===== src/rtl/ddfs_pkg.sv =====
// ddfs_pkg: shared types and constants for the DDFS phase controller.
//   ddfs_state_e : controller state (IDLE / RUN / DRAIN)
//   octant_t     : 3-bit octant index of the phase circle
//   LFSR_*       : 16-bit Galois LFSR (taps 16,14,13,11) used for optional
//                  phase dither (DDFS_DITHER_EN)
package ddfs_pkg;

  typedef enum logic [1:0] {
    ST_IDLE  = 2'd0,
    ST_RUN   = 2'd1,
    ST_DRAIN = 2'd2
  } ddfs_state_e;

  typedef logic [2:0] octant_t;

  localparam int unsigned LFSR_W    = 16;
  localparam logic [15:0] LFSR_TAPS = 16'hB400;
  localparam logic [15:0] LFSR_SEED = 16'hACE1;

  // One right-shift step of the Galois LFSR.
  function automatic logic [LFSR_W-1:0] lfsr_next(input logic [LFSR_W-1:0] s);
    return {1'b0, s[LFSR_W-1:1]} ^ (s[0] ? LFSR_TAPS : 16'h0000);
  endfunction

endpackage


===== src/rtl/ddfs_align_pipe.sv =====
// ddfs_align_pipe: DEPTH-deep {valid, octant} delay line that lines up the
// octant index with the output of the first-octant core.
//   clk, rst (async, active-high)
//   valid_i / phi_i : sample entering the line
//   valid_o / phi_o : same sample, DEPTH cycles later
module ddfs_align_pipe
  import ddfs_pkg::*;
#(
  parameter int unsigned DEPTH = 4
) (
  input  logic    clk,
  input  logic    rst,
  input  logic    valid_i,
  input  octant_t phi_i,
  output logic    valid_o,
  output octant_t phi_o
);

  logic [DEPTH-1:0]    vld_q;
  octant_t [DEPTH-1:0] phi_q;

  // Shift register; reset flushes any in-flight samples.
  always_ff @(posedge clk or posedge rst) begin
    if (rst) begin
      vld_q <= '0;
      phi_q <= '0;
    end else begin
      vld_q[0] <= valid_i;
      phi_q[0] <= phi_i;
      for (int i = 1; i < DEPTH; i++) begin
        vld_q[i] <= vld_q[i-1];
        phi_q[i] <= phi_q[i-1];
      end
    end
  end

  assign valid_o = vld_q[DEPTH-1];
  assign phi_o   = phi_q[DEPTH-1];

endmodule


===== src/rtl/ddfs_ctrl.sv =====
// ddfs_ctrl: phase accumulator, octant folding and tuning-word handshake
// for a first-octant DDFS core.
//   clk, rst (async, active-high), en : run request
//   ftw_valid/ftw_ready/ftw_data      : tuning-word handshake
//   core_phase/core_valid             : folded phase to the core
//   at_phi_r/at_valid                 : octant aligned with the core outputs
//   busy                              : controller not idle
// Optional: define DDFS_DITHER_EN to add LFSR dither below the rem LSB.
module ddfs_ctrl
  import ddfs_pkg::*;
#(
  parameter int unsigned PHASE_W  = 32,
  parameter int unsigned OCT_W    = 16,
  parameter int unsigned CORE_LAT = 4
) (
  input  logic               clk,
  input  logic               rst,
  input  logic               en,
  input  logic               ftw_valid,
  output logic               ftw_ready,
  input  logic [PHASE_W-1:0] ftw_data,
  output logic [OCT_W-1:0]   core_phase,
  output logic               core_valid,
  output logic [2:0]         at_phi_r,
  output logic               at_valid,
  output logic               busy
);

  localparam int unsigned DITH_W = PHASE_W - 3 - OCT_W;
  localparam int unsigned TOP_W  = OCT_W + 3;
  localparam int unsigned CNT_W  = 4;

  ddfs_state_e        state_q, state_d;
  logic [CNT_W-1:0]   drain_cnt_q, drain_cnt_d;
  logic [PHASE_W-1:0] acc_q, acc_d;
  logic [PHASE_W-1:0] ftw_q, ftw_d;
  logic [PHASE_W-1:0] pword_q, pword_d;
  logic               pend_q, pend_d;
  logic               ready_q, busy_q, core_valid_q;
  logic [OCT_W-1:0]   core_phase_q;
  octant_t            oct_q;

  logic               accept_c, wrap_c;
  logic [PHASE_W-1:0] acc_sum_c, dith_c;
  logic [TOP_W-1:0]   top_c;
  octant_t            oct_c;
  logic [OCT_W-1:0]   rem_c, fold_c;

`ifdef DDFS_DITHER_EN
  localparam logic [PHASE_W-1:0] DITH_MASK = (PHASE_W'(1) << DITH_W) - PHASE_W'(1);
  logic [LFSR_W-1:0] lfsr_q;

  // Dither source advances once per produced sample.
  always_ff @(posedge clk or posedge rst) begin
    if (rst)                    lfsr_q <= LFSR_SEED;
    else if (state_q == ST_RUN) lfsr_q <= lfsr_next(lfsr_q);
  end

  assign dith_c = PHASE_W'(lfsr_q) & DITH_MASK;
`else
  assign dith_c = '0;
`endif

  // Carry out of the accumulator add marks a phase wrap.
  assign {wrap_c, acc_sum_c} = {1'b0, acc_q} + {1'b0, ftw_q};
  assign accept_c = ftw_valid && ready_q;

  // Keep only octant+rem of the (optionally dithered) phase.
  assign top_c  = TOP_W'((acc_q + dith_c) >> DITH_W);
  assign oct_c  = top_c[TOP_W-1 -: 3];
  assign rem_c  = top_c[OCT_W-1:0];
  assign fold_c = oct_c[0] ? ~rem_c : rem_c;

  // State transitions; drain counter runs only inside DRAIN.
  always_comb begin
    state_d     = state_q;
    drain_cnt_d = '0;
    unique case (state_q)
      ST_IDLE: if (en) state_d = ST_RUN;
      ST_RUN:  if (!en) state_d = ST_DRAIN;
      ST_DRAIN: begin
        if (en) begin
          state_d = ST_RUN;
        end else if (drain_cnt_q == CNT_W'(CORE_LAT - 1)) begin
          state_d = ST_IDLE;
        end else begin
          drain_cnt_d = drain_cnt_q + CNT_W'(1);
        end
      end
      default: state_d = ST_IDLE;
    endcase
  end

  // Accumulator and tuning-word bookkeeping. Outside IDLE a new word only
  // takes effect on a wrap (phase-continuous) or when falling back to IDLE.
  always_comb begin
    acc_d   = acc_q;
    ftw_d   = ftw_q;
    pend_d  = pend_q;
    pword_d = pword_q;
    if (state_q == ST_RUN) acc_d = acc_sum_c;
    if (state_q == ST_IDLE) begin
      if (pend_q) begin
        ftw_d  = pword_q;
        pend_d = 1'b0;
      end else if (accept_c) begin
        ftw_d = ftw_data;
      end
    end else begin
      if (pend_q && (((state_q == ST_RUN) && wrap_c) || (state_d == ST_IDLE))) begin
        ftw_d  = pword_q;
        pend_d = 1'b0;
      end
      if (accept_c) begin
        pword_d = ftw_data;
        pend_d  = 1'b1;
      end
    end
  end

  always_ff @(posedge clk or posedge rst) begin
    if (rst) begin
      state_q      <= ST_IDLE;
      drain_cnt_q  <= '0;
      acc_q        <= '0;
      ftw_q        <= '0;
      pword_q      <= '0;
      pend_q       <= 1'b0;
      ready_q      <= 1'b1;
      busy_q       <= 1'b0;
      core_valid_q <= 1'b0;
      core_phase_q <= '0;
      oct_q        <= '0;
    end else begin
      state_q      <= state_d;
      drain_cnt_q  <= drain_cnt_d;
      acc_q        <= acc_d;
      ftw_q        <= ftw_d;
      pword_q      <= pword_d;
      pend_q       <= pend_d;
      ready_q      <= !pend_d;
      busy_q       <= (state_d != ST_IDLE);
      core_valid_q <= (state_q == ST_RUN);
      if (state_q == ST_RUN) begin
        core_phase_q <= fold_c;
        oct_q        <= oct_c;
      end
    end
  end

  ddfs_align_pipe #(
    .DEPTH (CORE_LAT)
  ) u_align (
    .clk     (clk),
    .rst     (rst),
    .valid_i (core_valid_q),
    .phi_i   (oct_q),
    .valid_o (at_valid),
    .phi_o   (at_phi_r)
  );

  assign ftw_ready  = ready_q;
  assign busy       = busy_q;
  assign core_valid = core_valid_q;
  assign core_phase = core_phase_q;

endmodule


===== config.mk =====
export PLATFORM = sky130hd
export DESIGN_NAME = ddfs_ctrl
export DESIGN_NICKNAME = d
export VERILOG_FILES = /design/src/rtl/ddfs_pkg.sv /design/src/rtl/ddfs_align_pipe.sv /design/src/rtl/ddfs_ctrl.sv
export SDC_FILE = /design/constraint.sdc
export NUM_CORES = 1
export LEC_CHECK = 0
export CORE_MARGIN = 3
export CORE_UTILIZATION = 50
export DETAILED_ROUTE_END_ITERATION = 16
export HOLD_SLACK_MARGIN = 0.08
export MAX_ROUTING_LAYER = met4
export PLACE_DENSITY_LB_ADDON = 0.2
export SYNTH_ARGS = -nofsm -noshare
export SYNTH_HDL_FRONTEND = slang
export SYNTH_SLANG_ARGS = --single-unit

===== constraint.sdc =====
create_clock -name clk -period 5.4 [get_ports clk]
set_input_delay 0.81 -clock clk [delete_from_list [all_inputs] [get_ports clk]]
set_output_delay 0.81 -clock clk [all_outputs]
set_load 0.02 [all_outputs]

==> results of run 1 <==
## per-layer routing
metal,wire [um],vias to the layer above,share of wire
met2,7330,90,0.49
met1,6760,2509,0.45
met4,271,0,0.018
met5,0,-,0
li1,-,2522,-
met3,550,19,0.037
## how the worst max path moves through the flow
stage          slack [ps]                  start                    end  cells past startpoint
2_1_floorplan         810                    rst   acc_q[0]$_DFFE_PP0P_                      1
3_3_place_gp         1780  acc_q[29]$_DFFE_PP0P_  ftw_q[31]$_DFFE_PP0P_                      8
3_5_place_dp         1610  acc_q[29]$_DFFE_PP0P_  ftw_q[31]$_DFFE_PP0P_                      8
4_1_cts              1620  acc_q[29]$_DFFE_PP0P_  ftw_q[31]$_DFFE_PP0P_                      8
5_1_grt              1390  acc_q[29]$_DFFE_PP0P_  ftw_q[31]$_DFFE_PP0P_                      8
6_report             1600  acc_q[29]$_DFFE_PP0P_  ftw_q[31]$_DFFE_PP0P_                      8
## registers in the layout (all words and copies together), names as in the netlist, 2 cells and up
signal	flops
u_align.phi_q	9
drain_cnt_q	4
state_q	2
acc_q	32
u_align.vld_q	4
oct_q	3
core_phase	16
u_align.phi_o	3
ftw_q	32
pword_q	32
## worst reg2reg max path: stages, from the launching register on
cell,delay (ps)
dfrtp_1,1000
ha_1,370
nand4_1,210
nor4b_4,360
nor3b_2,310
a31oi_4,70
a21oi_4,510
buf_4,490
mux2_2,380
## report_power, final
group / internal (mW) / total, mW / switching, mW / leakage (nW)
combinational: 1.55 / 3.26 / 1.70 / 1.85
sequential: 1.55 / 1.89 / 0.336 / 1.71
clock: 0.835 / 1.27 / 0.438 / 0.320
total: 3.94 / 6.42 / 2.48 / 3.88
## metrics by stage
stage	instances	power, mW	utilization	hold WS [ps]	instance area [um^2]
6_report	925	6.42	0.604	347	8810
5_1_grt	925	6.92	0.604	349	8810
4_1_cts	925	6.45	0.604	348	8810
3_5_place_dp	893	5.14	0.559	335	8160
3_3_place_gp	893	5.04	0.559	332	8160
2_1_floorplan	680	4.45	-	331	7510
## Yosys cell counts, types with 2 or more instances
library cell / n
xnor2_1: 27
or3_1: 3
inv_1: 9
and2_1: 5
o211ai_1: 3
buf_1: 3
buf_6: 2
o31ai_1: 4
buf_2: 5
nand2_1: 95
a22oi_1: 2
nor3_1: 9
o21a_1: 5
nand3_1: 11
o21ai_0: 50
nor2b_1: 2
and3_1: 3
buf_4: 4
nand4_1: 13
dfrtp_1: 140
a211oi_1: 3
nand2b_1: 2
clkbuf_1: 16
o221ai_1: 2
a21boi_0: 4
xor2_1: 14
mux2_4: 30
nand4b_1: 2
a21o_1: 9
a211o_1: 3
buf_12: 3
ha_1: 33
o21bai_1: 2
a21oi_1: 43
a31oi_1: 7
mux2_2: 67
nor2_1: 23
## cells by family after synthesis
group	Yosys count	share of synthesized area
buf+inv	43	0.0330
xor+xnor	41	0.0478
mux	97	0.160
flops	141	0.470
simple gates	175	0.108
fa+ha+maj	34	0.0576
compound gates	149	0.123
## cell usage in the layout (no fill, tap or decap), types with 13 or more instances in the layout
cell / synthesis / routed
dfrtp_1: 140 / 140
nand2_1: 95 / 95
mux2_2: 67 / 67
clkdlybuf4s50_1: 0 / 58
o21ai_0: 50 / 50
a21oi_1: 43 / 43
ha_1: 33 / 33
mux2_4: 30 / 30
xnor2_1: 27 / 27
nor2_1: 23 / 23
clkbuf_16: 0 / 17
xor2_1: 14 / 14
nand4_1: 13 / 13
## layout make-up
type | instances | share of cell area
multi-input cells | 496 | 0.425
flip-flops and latches | 141 | 0.401
repair buffers | 63 | 0.0702
clock buffers | 23 | 0.0565
well taps | 184 | 0.0261
clock inverters | 9 | 0.0176
inverters | 9 | 0.00440
==> results.cfg, run 1 <==
[timing]
maxSlewHeadroom = 0.332
worst_pin_slew_ps = 1000
setup_viol = 0
setup_slack_ps = 1600
fin_tns_setup_ps = 0
hold_viol = 0
slew_viol_final = 0
fin_worst_skew_ps = 10.4
min_period_over_period = 0.703
clock.fmax_mhz = 263
fin_crit_ps = 3800
rsz0062_at_grt = false

[critical_path]
crit_type = reg -> reg
path_buf_inv = 1
cp.required_ps = 5710
worstReg2RegEnd = ftw_q[31]$_DFFE_PP0P_
end_kind = register
r2r_cells = 8
critPathLaunchType = register
reg2reg_slack_ps = 1600
crit_slowest_cell = dfrtp_1
cp_top_family = flip-flops
r2r-start = acc_q[29]$_DFFE_PP0P_
cp_slowest_stage_delay_ps = 1000
cp.arrival_ps = 4100
path_max_fanout = 21
crit_chain = ha_1 > nand4_1 > nor4b_4 > nor3b_2 > a31oi_4 > a21oi_4 > buf_4 > mux2_2

[final_layout]
syn_to_final_growth_pct = 17.3
finalNetCount = 798
drive_above_1_share = 0.198
ff_latch_area_mm2 = 0.00353
final.fill_count = 1193
multi_input_area_mm2 = 0.00374
n_antenna_cell = 0

[floorplan]
die_h_um = 129
fp.coreArea_mm2 = 0.0146
die_width_um = 129
dieArea_mm2 = 0.0165
ioPinCount = 59
start_util = 0.515
num_rows = 44

[drt]
vias = 5140
via_per_inst = 5.56
initialDrtViolationCount = 299
dr.pass1.iters = 5
drc = 0
wl_mm = 14.9
detail-route-antenna-nets = 0
wl_per_cell_um = 16.1

[global_routing]
grt_max_degree = 109
met3_usage = 0.0436
grt-busiest-layer = met2
met2_usage = 0.325
antenna_found_initial = 0
grt_pass1_vias = 5384
grt_pass1_wl_mm = 25.6
grt_usage = 0.200
use_met1 = 0.245
grt_overflow_total = 0

[clock_tree]
cts_max_level = 4
clockBufferDepth = 2
post_cts_resize_count = 0
root_buffer = clkbuf_16
cts_tree = yes
cts_setup_buffers = 0
clk_pin_slew_ps = 60
cts_buffers = 17
cts_sinks = 141
postCtsHoldBufs = 0
clkLatencyLatePin_ps = 420

[yosys]
yosys.area.top_type = dfrtp_1
synth_edf_count = 0
yosysTopAreaCellShare = 0.467
netlist_top_cells_area = dfrtp_1, mux2_2, mux2_4, ha_1, nand2_1
synthArstFlopShare = 1.00
syn_inst = 680
syn_avg_cell_area_um2 = 11.0
synth_cell_types = 59
syn_nets = 750
ys_warn_count = 0
netlist_area_mm2 = 0.00751
yosysSeqAreaShare = 0.470
ys.flop_type = dfrtp_1
synth_seq_cells = 141

[pwr]
vdd_ir_drop_max_mv = 0.358
p_leak_nw = 3.88
powerDensity_mw_per_mm2 = 729

[placed_design]
dp_hpwl_mm = 10.3
io_buffers = 58
pre_cts_ws_ps = 1610
place_congestion = 0.973

[min_path]
hold_class = reg -> reg
min_path_cells = 0
worst_hold_path.endpoint = u_align.phi_q[8]$_DFF_PP0_
hp-start = u_align.phi_q[5]$_DFF_PP0_

[flow_run]
max-cap-violations = 0

[run_status]
status = finished clean
No activity file was read; power rests on OpenSTA's default activity.
==> inputs of run 2 (changes only) <==
clock period = 3.8 ns   (was 5.4 ns; I/O delays follow)
==> run 2 against run 1 <==
Register-to-register slack got worse by 700 ps. Global-route usage rose by 0.55 points. Critical endpoint unchanged. Largest cell class unchanged. Cell area grew 0.20%. Setup slack got worse by 700 ps. Combinational power is 44% higher. Cell count is 0.54% higher. Hold slack improved by 0.59 ps. Non-clock buffer count is 5 higher. Die area did not move. Largest power group unchanged. Fmax is 31% higher.
==> results.cfg, run 2 (synthesis gave the netlist of run 1 again) <==
[run_status]
status = finished clean

[critical_path]
r2r-start = ftw_q[0]$_DFFE_PP0P_
end_kind = register
critPathLaunchType = register
path_max_fanout = 21
worstReg2RegEnd = ftw_q[31]$_DFFE_PP0P_
cp.required_ps = 4110
reg2reg_slack_ps = 910
startpoint = ftw_q[0]$_DFFE_PP0P_
crit_type = reg -> reg
cp-endpoint = ftw_q[31]$_DFFE_PP0P_
r2r_cells = 10
cp.arrival_ps = 3200

[global_routing]
grt_usage = 0.205
grt_overflow_total = 0
antenna_found_initial = 0
grt_max_degree = 99
grt_pass1_vias = 5367
grt_pass1_wl_mm = 26.2

[clock_tree]
clkLatencyLatePin_ps = 420
cts_buffers = 17
cts_max_level = 4
cts_setup_buffers = 0
clockBufferDepth = 2
postCtsHoldBufs = 0
cts_sinks = 141
post_cts_resize_count = 0
root_buffer = clkbuf_16
clk_pin_slew_ps = 60
cts_tree = yes

[final_layout]
finalNetCount = 803
syn_to_final_growth_pct = 17.5
final_common_cell = dfrtp_1
final_area_mm2 = 0.00883
drive_above_1_share = 0.204
n_antenna_cell = 0
layout_common_cells = dfrtp_1, nand2_1, mux2_2, clkdlybuf4s50_1, o21ai_0
top_regs = acc_q (32), ftw_q (32), pword_q (32)

[timing]
fin_crit_ps = 2890
min_period_over_period = 0.761
rsz0062_at_grt = false
setup_viol = 0
clock.fmax_mhz = 346
fin_tns_setup_ps = 0
whs_ps = 347
fin_worst_skew_ps = 6.84
slew_viol_final = 0
hold_viol = 0
worst_pin_slew_ps = 876
maxSlewHeadroom = 0.416

[min_path]
hp-start = u_align.phi_q[2]$_DFF_PP0_
hold_class = reg -> reg

[drt]
drc = 0
initialDrtViolationCount = 284
wl_mm = 15.2
dr.pass1.iters = 4
vias = 5177
wl_per_cell_um = 16.3
detail-route-antenna-nets = 0
via_per_inst = 5.57

[pwr]
pwr-share-clk = 0.193
power.switching_mw = 3.55
comb_power_share = 0.517
switching_share = 0.391
vdd_ir_drop_max_mv = 0.443
p_leak_nw = 3.88
p_total_mw = 9.09
p_int_mw = 5.54
powerDensity_mw_per_mm2 = 1030
seq_power_share = 0.290

[placed_design]
place_congestion = 0.886
dp_hpwl_mm = 10.7
post_dp_cell_area_mm2 = 0.00821
io_buffers = 58

[floorplan]
die_width_um = 129
die_h_um = 129
dieArea_mm2 = 0.0165
start_util = 0.515
fp.coreArea_mm2 = 0.0146
num_rows = 44
ioPinCount = 59

[flow_run]
max-cap-violations = 0
## run 2: cell count changes in the layout (fill, tap and decap cells not counted), sizes merged
| cell | change |
|---|---|
| buf | +5 |
| clkbuf | -5 |
| clkinvlp | +3 |
| clkinv | +2 |
## run 2: layout make-up
cell class	count	area (um^2)
Clock buffer	18	429
Clock inverter	14	193
Multi-Input combinational cell	496	3740
Fill cell	1215	5760
Sequential cell	141	3530
Timing Repair Buffer	68	668
Inverter	9	37.5
Tap cell	184	230
## run 2: worst min path at each step
stage / to / slack, ps / cells after the start
floorplan: u_align.phi_o[0]$_DFF_PP0_ / 330 / 0
global placement: u_align.phi_o[2]$_DFF_PP0_ / 330 / 0
detailed placement: u_align.phi_q[5]$_DFF_PP0_ / 330 / 0
CTS: u_align.phi_q[5]$_DFF_PP0_ / 350 / 0
global route: u_align.phi_q[5]$_DFF_PP0_ / 350 / 0
finish: u_align.phi_q[5]$_DFF_PP0_ / 350 / 0
## run 2: layer usage
| layer | GRT usage | wire, um | up-vias |
|---|---|---|---|
| met3 | 0.0486 | 609 | 19 |
| met2 | 0.334 | 7450 | 87 |
| met4 | 0.0605 | 210 | 0 |
| met1 | 0.256 | 6890 | 2537 |
| li1 | - | - | 2534 |
| met5 | - | 0 | - |
## run 2: metrics by stage
stage | instances | setup WS, ps | util
after floorplan | 680 | 1180 | -
after global placement | 898 | 966 | 0.562
after detailed placement | 898 | 890 | 0.562
after CTS | 930 | 877 | 0.605
after global routing | 930 | 654 | 0.605
final | 930 | 908 | 0.605
## run 2: power by group through the flow
stage                     Clock [mW]  Combinational, mW  Sequential (mW)
final                           1.75               4.70             2.63
after global routing            1.86               5.25             2.73
after CTS                       1.79               4.72             2.64
after detailed placement           0               4.68             2.66
after global placement             0               4.62             2.62
after floorplan                    0               3.69             2.64
## run 2: worst max-delay path, cell delays in order (launching register included)
cell and delay [ps]:
dfrtp_1 350, ha_1 190, fa_1 220, a21o_2 150, nand4_2 120, a31oi_2 240, a31o_1 420, a31oi_4 160
a21oi_4 170, buf_4 370, mux2_2 380
